File: config.mk
export PLATFORM = sky130hd
export DESIGN_NAME = multi_digit_display
export DESIGN_NICKNAME = d
export VERILOG_FILES = /design/src/rtl/multi_digit_display.sv
export SDC_FILE = /design/constraint.sdc
export NUM_CORES = 1
export LEC_CHECK = 0
export CAP_MARGIN = 20
export CORE_MARGIN = 4
export CORE_UTILIZATION = 48
export DETAILED_ROUTE_END_ITERATION = 10
export GPL_TIMING_DRIVEN = 0
export PLACE_DENSITY_LB_ADDON = 0.25
export REMOVE_ABC_BUFFERS = 1
export SYNTH_ARGS = -nofsm -noshare
export SYNTH_HDL_FRONTEND = slang
export SYNTH_SLANG_ARGS = --single-unit
export TNS_END_PERCENT = 5
File: constraint.sdc
create_clock -name clk -period 3 [get_ports clk]
set_input_delay 0.75 -clock clk [delete_from_list [all_inputs] [get_ports clk]]
set_output_delay 0.75 -clock clk [all_outputs]
set_load 0.01 [all_outputs]
File: src/rtl/multi_digit_display.sv
// Multiplexed seven-segment driver: serial binary-to-BCD/hex conversion feeding a scanned display.
// Build option: define LEADING_ZERO_BLANK_EN to blank leading zero digits above digit 0.
module multi_digit_display #(
  parameter int DATA_WIDTH  = 16,
  parameter int DIGITS      = 5,
  parameter int REFRESH_DIV = 100000
) (
  input  logic                  clk,
  input  logic                  reset,
  input  logic [DATA_WIDTH-1:0] value,
  input  logic                  load,
  input  logic                  hex_mode,
  input  logic [DIGITS-1:0]     dp_mask,
  output logic                  busy,
  output logic                  overflow,
  output logic [7:0]            sseg_indicator,
  output logic [DIGITS-1:0]     digits
);

  localparam int WORK_W = 4 * (DIGITS + 1);
  localparam int CNT_W  = $clog2(DATA_WIDTH);
  localparam int REF_W  = $clog2(REFRESH_DIV);
  localparam int SCAN_W = (DIGITS > 1) ? $clog2(DIGITS) : 1;

  typedef enum logic [1:0] {IDLE = 2'd0, CONVERT = 2'd1, COMMIT = 2'd2} state_e;

  state_e state_q, state_d;
  logic   start, shift_en, commit_en;

  logic [DATA_WIDTH-1:0] shift_q, shift_d;
  logic [WORK_W-1:0]     work_q, work_d, work_corr;
  logic [CNT_W-1:0]      bit_cnt_q, bit_cnt_d;
  logic                  hex_q, hex_d;
  logic                  lost_q, lost_d;
  logic [4*DIGITS-1:0]   disp_q, disp_d;
  logic                  ovf_q, ovf_d;

  logic [REF_W-1:0]      refresh_q, refresh_d;
  logic [SCAN_W-1:0]     scan_q, scan_d;
  logic [DIGITS-1:0]     digits_q, digits_d;
  logic [7:0]            sseg_q, sseg_d;
  logic [DIGITS-1:0]     blank;

  function automatic logic [WORK_W-1:0] add3(input logic [WORK_W-1:0] w);
    add3 = w;
    for (int i = 0; i < DIGITS + 1; i++) begin
      if (w[i*4 +: 4] >= 4'd5) add3[i*4 +: 4] = w[i*4 +: 4] + 4'd3;
    end
  endfunction

  function automatic logic [7:0] seg_lut(input logic [3:0] nib);
    case (nib)
      4'h0: seg_lut = 8'hC0;
      4'h1: seg_lut = 8'hF9;
      4'h2: seg_lut = 8'hA4;
      4'h3: seg_lut = 8'hB0;
      4'h4: seg_lut = 8'h99;
      4'h5: seg_lut = 8'h92;
      4'h6: seg_lut = 8'h82;
      4'h7: seg_lut = 8'hF8;
      4'h8: seg_lut = 8'h80;
      4'h9: seg_lut = 8'h90;
      4'hA: seg_lut = 8'h88;
      4'hB: seg_lut = 8'h83;
      4'hC: seg_lut = 8'hC6;
      4'hD: seg_lut = 8'hA1;
      4'hE: seg_lut = 8'h86;
      default: seg_lut = 8'h8E;
    endcase
  endfunction

  // NOTE: sequential state uses non-blocking assignments so every register samples pre-edge values.
  always_ff @(posedge clk or negedge reset) begin
    if (!reset) state_q <= IDLE;
    else        state_q <= state_d;
  end

  // NOTE: every combinational output gets a default first so no path leaves it unassigned (no latch).
  always_comb begin
    state_d = state_q;
    case (state_q)
      IDLE:    if (load) state_d = CONVERT;
      CONVERT: if (bit_cnt_q == CNT_W'(DATA_WIDTH - 1)) state_d = COMMIT;
      COMMIT:  state_d = IDLE;
      default: state_d = IDLE;
    endcase
  end

  always_comb begin
    busy      = (state_q != IDLE);
    start     = (state_q == IDLE) && load;
    shift_en  = (state_q == CONVERT);
    commit_en = (state_q == COMMIT);
  end

  // Double-dabble: correct then shift in the next MSB; bits pushed out of the top are remembered.
  always_comb begin
    work_corr = hex_q ? work_q : add3(work_q);
    shift_d   = shift_q;
    work_d    = work_q;
    hex_d     = hex_q;
    lost_d    = lost_q;
    bit_cnt_d = bit_cnt_q;
    disp_d    = disp_q;
    ovf_d     = ovf_q;
    if (start) begin
      shift_d   = value;
      work_d    = '0;
      hex_d     = hex_mode;
      lost_d    = 1'b0;
      bit_cnt_d = '0;
    end else if (shift_en) begin
      shift_d   = {shift_q[DATA_WIDTH-2:0], 1'b0};
      work_d    = {work_corr[WORK_W-2:0], shift_q[DATA_WIDTH-1]};
      lost_d    = lost_q | work_corr[WORK_W-1];
      bit_cnt_d = bit_cnt_q + 1'b1;
    end else if (commit_en) begin
      disp_d = work_q[4*DIGITS-1:0];
      ovf_d  = lost_q | (|work_q[WORK_W-1 -: 4]);
    end
  end

  always_ff @(posedge clk or negedge reset) begin
    if (!reset) begin
      shift_q   <= '0;
      work_q    <= '0;
      hex_q     <= 1'b0;
      lost_q    <= 1'b0;
      bit_cnt_q <= '0;
      disp_q    <= '0;
      ovf_q     <= 1'b0;
    end else begin
      shift_q   <= shift_d;
      work_q    <= work_d;
      hex_q     <= hex_d;
      lost_q    <= lost_d;
      bit_cnt_q <= bit_cnt_d;
      disp_q    <= disp_d;
      ovf_q     <= ovf_d;
    end
  end

  always_comb begin
    refresh_d = refresh_q + 1'b1;
    scan_d    = scan_q;
    if (refresh_q == REF_W'(REFRESH_DIV - 1)) begin
      refresh_d = '0;
      scan_d    = (scan_q == SCAN_W'(DIGITS - 1)) ? '0 : scan_q + 1'b1;
    end
  end

`ifdef LEADING_ZERO_BLANK_EN
  logic zero_run;
  always_comb begin
    zero_run = 1'b1;
    blank    = '0;
    for (int i = DIGITS - 1; i > 0; i--) begin
      zero_run = zero_run & (disp_q[i*4 +: 4] == 4'd0);
      blank[i] = zero_run;
    end
  end
`else
  assign blank = '0;
`endif

  logic [3:0] sel_nib;
  logic       sel_blank, sel_dp;
  logic [7:0] seg_raw;

  always_comb begin
    sel_nib   = '0;
    sel_blank = 1'b0;
    sel_dp    = 1'b0;
    digits_d  = '1;
    for (int i = 0; i < DIGITS; i++) begin
      if (scan_q == SCAN_W'(i)) begin
        sel_nib     = disp_q[i*4 +: 4];
        sel_blank   = blank[i];
        sel_dp      = dp_mask[i];
        digits_d[i] = 1'b0;
      end
    end
    if (ovf_q)          seg_raw = 8'hBF;
    else if (sel_blank) seg_raw = 8'hFF;
    else                seg_raw = seg_lut(sel_nib);
    sseg_d = {seg_raw[7] & ~sel_dp, seg_raw[6:0]};
  end

  always_ff @(posedge clk or negedge reset) begin
    if (!reset) begin
      refresh_q <= '0;
      scan_q    <= '0;
      digits_q  <= '1;
      sseg_q    <= 8'hFF;
    end else begin
      refresh_q <= refresh_d;
      scan_q    <= scan_d;
      digits_q  <= digits_d;
      sseg_q    <= sseg_d;
    end
  end

  assign overflow       = ovf_q;
  assign sseg_indicator = sseg_q;
  assign digits         = digits_q;

endmodule

[Yosys cells after proc, flatten, opt, wreduce, memory -nomap -nowiden]
Memory sizes are Yosys's and may differ from the RTL's.
Index checks and enable logic that the tools add are counted.
W data, S select, Z words.
Word-level totals
  register bits: 102
  bits in read-only memories: 112
  word-level logic and storage cells: 88
  memories kept: 1
Operators by class
  $add $sub $neg: 9
  $lt $le $gt $ge: 6
  equality and inequality tests: 10
  multiplexer cells: 36
  bitwise logic cells: 6
  reductions and logical operators: 8
Memory list
  (no name shown): words 16, bits a word 7, read ports 1, clocked after memory_dff 0, wr ports 0, RTL line 52  | case (nib)
Operators by type and width (number)
  $mux W24: 3
  $mux W4: 13
  $mux W16: 2
  $add A4 B2 Y4 const B: 6
  $ge A4 B3 Y1 const B: 6
  $add A17 B1 Y17 const B: 1
  $eq A17 B17 Y1 const B: 1
  $mux W17: 1
  $mux W1: 12
  $mux W8: 1
  $eq A3 B2 Y1 const B: 2
  $add A4 B1 Y4 const B: 1
  $eq A4 B4 Y1 const B: 1
  $mux W2: 2
  $pmux W2 S2: 1
  $reduce_bool A2 Y1: 2
  $reduce_or A4 Y1: 1
  $add A3 B1 Y3 const B: 1
  $eq A3 B1 Y1 const B: 1
  $eq A3 B3 Y1 const B: 1
  $logic_not A3 Y1: 1
  $mux W3: 1
  $not A1 Y1: 3
  $reduce_and A3 Y1: 1
  other kinds (9): 10

[Depth between registers and ports, before layout]
An unclocked memory read counts as a cell.
  word-level depth: 9
  depth in mapped cells: 11

[Worst setup path before layout]
No wires, ideal clock.
  path kind: register to register
  start: reg scan_q[0]
  end: reg sseg_q[4] (netlist: sseg_indicator[4])
  library setup time: 0.082 ns
  arrival: 2.377 ns
  data required time: 2.918 ns
  setup slack: 0.542 ns
  stages on the path, launching flop included: 11
  buffers on the path: 1
  period minus slack after synthesis: 2.458 ns
  cell sequence: dfrtp_1 -> inv_1 -> ha_1 -> buf_2 -> and2_4 -> inv_2 -> a311oi_2 -> inv_1 -> ha_1 -> mux2_4 -> a211o_1
On the way
  cells in the longest elaborated chain, start to end: 8
  elaborated cells between the ends (all ways): 12
  those cells by class: eq/ne (4); mux (6); reduce/logical (1); memory (1)
Ends and longest elaborated chain
  start, declared: RTL line 39  | logic [SCAN_W-1:0] scan_q, scan_d;
  start signal, assigned: RTL line 197  | scan_q <= scan_d;
  $logic_not A3 Y1: RTL line 176  | if (scan_q == SCAN_W'(i)) begin
  $mux W4 (4 in series): RTL line 176
  $mux W4 *: RTL line 176
  $mem_v2 Z16 W7 *
  $mux W8 *: RTL line 183  | if (ovf_q) seg_raw = 8'hBF;
  via seg_raw[4]: RTL line 168  | logic [7:0] seg_raw;
  end signal, assigned: RTL line 199  | sseg_q <= sseg_d;
  end, declared: RTL line 41  | logic [7:0] sseg_q, sseg_d;
The timed path passes the listed nets; every way through them passes the cells marked *.
A chain may end at the register's enable or synchronous reset.

[Worst setup path after layout]
  start: reg scan_q[2]
  end: reg sseg_q[4] (netlist: sseg_indicator[4])
The elaborated chain is that of the path after synthesis.

==> results by group <==
Status
  – Status: finished clean

Timing
  – Fin crit period: 2730 ps
  – Slew HR: a little under half
  – Worst Max-Slew Pin Slew: approximately 800 ps
  – Fin. max-slew vios: 0
  – Count of final setup violators: 0
  – Clock Skew: between 10 and 15 ps
  – Final Cycle Share: approximately 90%
  – Peak Freq: between 300 and 400 MHz
  – RSZ-0062 raised after global routing: false
  – Final hold violations: 0
  – Min Hold Slack: ~330 ps

Floorplan
  – Std cell rows: 37
  – Chip height: between 100 and 150 microns
  – Die width: 112 microns
  – IO Pins: 40
  – Die area: between 0.01 and 0.015 sq mm
  – Starting Density: between 40% and 50%
  – Core Area: approximately 0.010 sq mm

Placed design
  – Post-Place Cells: ~670
  – Area of placed instances: 0.00569 sq mm
  – Dpl hpwl: around 6.6 mm
  – Port bufs: 39
  – Routability congestion estimate: between 0.8 and 0.9

Detailed routing
  – Antenna Nets Post-Route: 0
  – Vias per inst: 5.43
  – DRC Markers: 0
  – Drt wl/cell: between 10 and 15 microns
  – DRT Wirelength: around 9.6 mm
  – Starting DRC count in detailed routing: 203
  – Vias: 3,713
  – Drt pass-1 iters: 4

Power and ir drop
  – PD cells: around 800 mW/mm^2
  – Peak supply drop: ~0.44 mV
  – P_leak: between 0.002 and 0.003 uW

Cells and area
  – ANT cells: 0
  – Final cell count without fillers: just under 700
  – Multi-input logic area: about 0.0024 sq mm
  – Fin nets: between 500 and 600
  – Share of cells above drive strength 1: approximately an eighth
  – FILL cells: just over 900
  – Area grow syn2layout: 14.7%
  – Register area: ~0.0026 sq mm
  – Final Cell Area: between 0.005 and 0.006 sq mm

Synthesis
  – Area contributors post-synth: dfrtp_1 43%, dfstp_2 6.6%, ha_1 6.6%
  – Synth top cells by count: 89 x dfrtp_1, 65 x nand2_1, 41 x o21ai_0
  – Netlist cell types: 50
  – Cell with the most instances after synthesis: dfrtp_1
  – Top cell type's share of synthesized area: a little over two fifths
  – EDFF count, synth: 0
  – Ys Warns: 0
  – Mapped Area: ~0.0052 sq mm
  – Largest area contributor in the netlist: dfrtp_1
  – Post-Synthesis Cells: approximately 500
  – FF+latch count, synth: between 100 and 150
  – Sequential area share after synthesis: about 50%
  – Main synth FF type: dfrtp_1
  – Avg Cell Area, Syn: between 10 and 15 sq um
  – Post-synthesis async set-or-reset flop share: 100%

Clock network
  – CTS tree: yes
  – Worst-skew pair later-pin latency: between 300 and 400 ps
  – CTS hold repair buffers: 0
  – Sink Count: between 100 and 150
  – Htree depth: 3
  – Clock transition at path regs: around 110 ps
  – Clock root buffer: clkbuf_8
  – CTS Buffer Depth: 2
  – CTS buffer count: 9

Global routing
  – GRT Util Overall: about 16%
  – First-pass GRT wire length: around 17 mm
  – Grt total ovfl: 0
  – Largest net degree at the start of global routing: 71
  – Vias in the first global route: approximately 3,500
  – Initial antenna violation count: 0

Setup path
  – Crit Path Category: reg2reg
  – FF-to-FF setup slack: 270 ps
  – Arrival time at the worst endpoint: 3020 ps
  – WP data required: 3290 ps
  – CP Capture Type: register
  – Startpoint Class: register
  – Crit Path Max Fanout: 8

Run
  – Max-cap violations: 0

Min path
  – Hold crit path type: in2async
repair_timing:
action	in CTS	in global routing
endpoints found under the hold margin	0	0
setup buffers	0	1
gates resized for setup	0	1
endpoints found under the setup margin	0	4
layout by cell type (no fill, tap or decap), types with 2 or more instances in the layout:
cell,instances
dfrtp_1,89
nand2_1,65
o21ai_0,41
clkdlybuf4s50_1,38
inv_1,31
nor2_1,30
ha_1,27
mux2_2,20
a22oi_1,17
nand3_1,17
mux2i_1,15
xnor2_1,15
dfstp_2,13
a21oi_1,12
nor4_1,11
clkbuf_8,10
nor2b_1,7
xor2_1,7
nand2b_1,7
and3_1,6
a211oi_1,6
a31oi_1,5
nand4_1,5
a22o_1,5
nand3b_1,4
buf_8,4
nor4b_1,3
a221oi_1,2
a311oi_2,2
nor3_1,2
o31ai_1,2
nor2b_2,2
clkinv_4,2
clkinvlp_4,2
buf_4,2
sequential cells by signal (all words and copies together), names as in the netlist:
signal / count
hex_q: 1
scan_q: 3
lost_q: 1
refresh_q: 17
bit_cnt_q: 4
shift_q: 16
work_q: 24
digits: 5
overflow: 1
state_q: 2
disp_q: 20
sseg_indicator: 8
kinds of logic after synthesis:
kind of cell | after synthesis | share of synthesized area, %
xor gates and xnor gates | 22 | 3.74
AOI/OAI and AO/OA | 101 | 12.6
DFF | 102 | 49.8
buffers and inverters | 57 | 4.39
adders and majority gates | 27 | 6.55
and+or+nand+nor | 166 | 15.3
muxes | 36 | 7.57
layout make-up:
type,count,share of cell area (%)
multi-input combinational,352,40.2
inverter,32,2.03
clock buffer,10,2.33
timing repair buffer,46,8.36
clock inverter,6,0.783
sequential,102,43.4
tap,136,2.88
where the power goes:
group	switching, uW	internal [uW]	leakage [uW]
combinational	924	837	0.00126
sequential	377	1790	0.00122
clock	484	329	0.0000889
metrics by stage:
stage               total power [uW]  TNS (ps)  util, %  setup WS [ps]
finish                          4740         0     56.8            271
global route                    5150         0     56.8           28.7
CTS                             4760         0     56.4           57.4
detailed placement              3920     -2150     54.6           -237
global placement                3790   -277410     53.9          -2600
floorplan                       3400         0        -            358
worst max-delay path, cell delays in order, from the launching register on:
cell      delay [ps]
dfrtp_1          470
inv_1            150
ha_1             330
or2_1            290
a221oi_1         360
a311oi_2         140
ha_1             330
mux2_4           290
a211o_1          290
final timing paths:
kind | cells past startpoint | endpoint | from
worst max-delay path | 8 | sseg_indicator[4] | scan_q[2]
worst min-delay path | 1 | work_q[11] | reset
worst max register to register | 8 | sseg_indicator[4] | scan_q[2]
worst min register to register | 2 | shift_q[9] | shift_q[9]
max in group asynchronous | 2 | digits[2] | reset
min in group clk | 2 | shift_q[9] | shift_q[9]
routing by layer:
| metal | up-vias | track usage [%] | wire length (microns) |
|---|---|---|---|
| met3 | 11 | 4.02 | 427 |
| met1 | 1785 | 22.0 | 4590 |
| li1 | 1834 | - | - |
| met2 | 83 | 25.9 | 4480 |
| met5 | - | 0 | 0 |
| met4 | 0 | 3.97 | 95 |
Note: power is estimated with default switching activity, not from simulation.
==> edit: new RTL, same settings <==
The parameter `DIGITS` goes from 5 to 6.
--- a/src/rtl/multi_digit_display.sv
+++ b/src/rtl/multi_digit_display.sv
@@ -2,7 +2,7 @@
 // Build option: define LEADING_ZERO_BLANK_EN to blank leading zero digits above digit 0.
 module multi_digit_display #(
   parameter int DATA_WIDTH  = 16,
-  parameter int DIGITS      = 5,
+  parameter int DIGITS      = 6,
   parameter int REFRESH_DIV = 100000
 ) (
   input  logic                  clk,
Ports: changed (resized digits and dp_mask); port bits go from 40 to 42. No check against the original RTL was run, so the function may have changed too.
==> edit against the unedited design <==
Final cell count increased by 6.1%. Area after synthesis increased by 11%. Cell area increased by 12%. Clock power increased by 45%. Sequential cell count increased by 9. Total power increased by 18%. Clock skew decreased by 0.0061 ns. Setup slack got worse by 0.047 ns. Wire length increased by 15%. Sequential power increased by 12%.
==> edit: results (changes against the unedited design) <==
Layout
  – Share of cells above drive strength 1: 0.139 (was 0.122)
  – # fillers: 984 (was 919)
  – NumNets Final: 629 (was 595)
  – Final Non-Filler Cells: 726 (was 684)

Placed design
  – Port Buf Inserts: 41 (was 39)
  – DP HPWL: 7.48 mm (was 6.59 mm)

Power
  – Net load switching power: 1.98 mW (was 1.79 mW)
  – Leakage power: 2.75 nW (was 2.57 nW)
  – Maximum vdd drop: 0.620 mV (was 0.438 mV)

GRT
  – Number of global-route vias before repair: 4176 (was 3508)
  – First-pass GRT wire length: 19.6 mm (was 16.9 mm)

Outcome
  – Outcome: complete, no violations (unchanged)

Worst setup path
  – Reg2Reg Setup Slack: 0.22 ns (was 0.27 ns)
  – Critical Path Source: scan_q[1]$_DFFE_PN0N_ (was scan_q[2]$_DFFE_PN0N_)
  – CP Max Fanout: 22 (was 8)
  – Slowest CP cell: dfrtp_4 (was dfrtp_1)
  – R2R Path End: sseg_indicator[3]$_DFF_PN1_ (was sseg_indicator[4]$_DFF_PN1_)

Route
  – Vias per cell: 5.63 (was 5.43)
  – Initial DRC Count: 205 (was 203)

Synthesis
  – Synth top cells by count: 97 x dfrtp_1, 63 x nand2_1, 44 x o21ai_0, 34 x inv_1, 30 x nor2_1 (was 89 x dfrtp_1, 65 x nand2_1, 41 x o21ai_0, 31 x inv_1, 31 x nor2_1)
  – Sequential element share of the synthesized area: 0.488 (was 0.498)
  – Top cells by area, synth: dfrtp_1 42%, dfstp_2 6.4%, ha_1 5.5%, mux2_2 4.9%, nand2_1 4.1% (was dfrtp_1 43%, dfstp_2 6.6%, ha_1 6.6%, nand2_1 4.7%, mux2_2 4.4%)
  – Yosys cell types: 57 (was 50)

Clocking
  – Worst-Skew Late Latency: 0.35 ns (was 0.37 ns)

STA
  – Tightest Pin Transition: 0.928 ns (was 0.791 ns)
[edit: kinds of logic (layout without fill, tap and decap cells)]
kind of cell,after synthesis,in the layout,synth area share
and+or+nand+nor,173,173,0.154
DFF,111,111,0.488
AOI/OAI and AO/OA,110,110,0.134
buffers and inverters,64,95,0.0458
muxes,45,45,0.0869
adders and majority gates,25,25,0.0546
xor gates and xnor gates,24,24,0.0367
[edit: through the flow]
stage	utilization	worst slack, ns	instance area [um2]
3_3_place_gp	0.535	-3.01	6180
2_1_floorplan	-	0.142	5600
5_1_grt	0.571	0.0154	6610
6_report	0.571	0.224	6610
3_5_place_dp	0.541	-0.366	6250
4_1_cts	0.568	0.0116	6570
[edit: repair_timing]
action,in CTS,in global routing
pin swaps,0,1
setup buffers,0,1
resized for setup,6,2
setup endpoints to repair,5,2
[edit: how the worst min path moves through the flow]
stage | from | slack [ns] | endpoint
global route | reset | 0.46 | scan_q[1]$_DFFE_PN0N_
global placement | shift_q[15]$_DFFE_PN0P_ | 0.46 | work_q[0]$_DFFE_PN0P_
finish | reset | 0.41 | scan_q[1]$_DFFE_PN0N_
CTS | reset | 0.42 | scan_q[1]$_DFFE_PN0N_
floorplan | reset | 0.45 | bit_cnt_q[0]$_DFFE_PN0P_
detailed placement | shift_q[5]$_DFFE_PN0P_ | 0.47 | shift_q[5]$_DFFE_PN0P_
[edit: per-layer routing]
layer / part of all wire / global-route usage / vias to the layer above
met4: 0.014 / 0.0573 / 0
li1: - / - / 1985
met1: 0.48 / 0.241 / 2017
met2: 0.47 / 0.286 / 69
met5: 0 / 0 / -
met3: 0.037 / 0.0406 / 13
[edit: worst register-to-register path, cell delays in order, from the launching register on]
cell and delay (ns):
dfrtp_4 0.59, and2_1 0.20, ha_2 0.24, nor2_2 0.16
o221ai_1 0.20, nand2_2 0.18, inv_1 0.10, ha_1 0.32
inv_1 0.04, mux4_1 0.46, or2_1 0.21
[edit: layout make-up]
| type | instances | area share |
|---|---|---|
| inverters | 34 | 0.0193 |
| clock buffers | 13 | 0.0379 |
| clock inverters | 3 | 0.00644 |
| well taps | 143 | 0.0271 |
| flip-flops and latches | 111 | 0.424 |
| multi-input cells | 377 | 0.410 |
| repair buffers | 45 | 0.0754 |
[edit: power groups by stage]
| stage | Combinational, mW | Sequential, mW | Clock [mW] |
|---|---|---|---|
| 6_report | 1.99 | 2.41 | 1.18 |
| 5_1_grt | 2.30 | 2.49 | 1.28 |
| 4_1_cts | 1.97 | 2.41 | 1.22 |
| 3_5_place_dp | 1.95 | 2.43 | 0 |
| 3_3_place_gp | 1.84 | 2.40 | 0 |
| 2_1_floorplan | 1.53 | 2.27 | 0 |
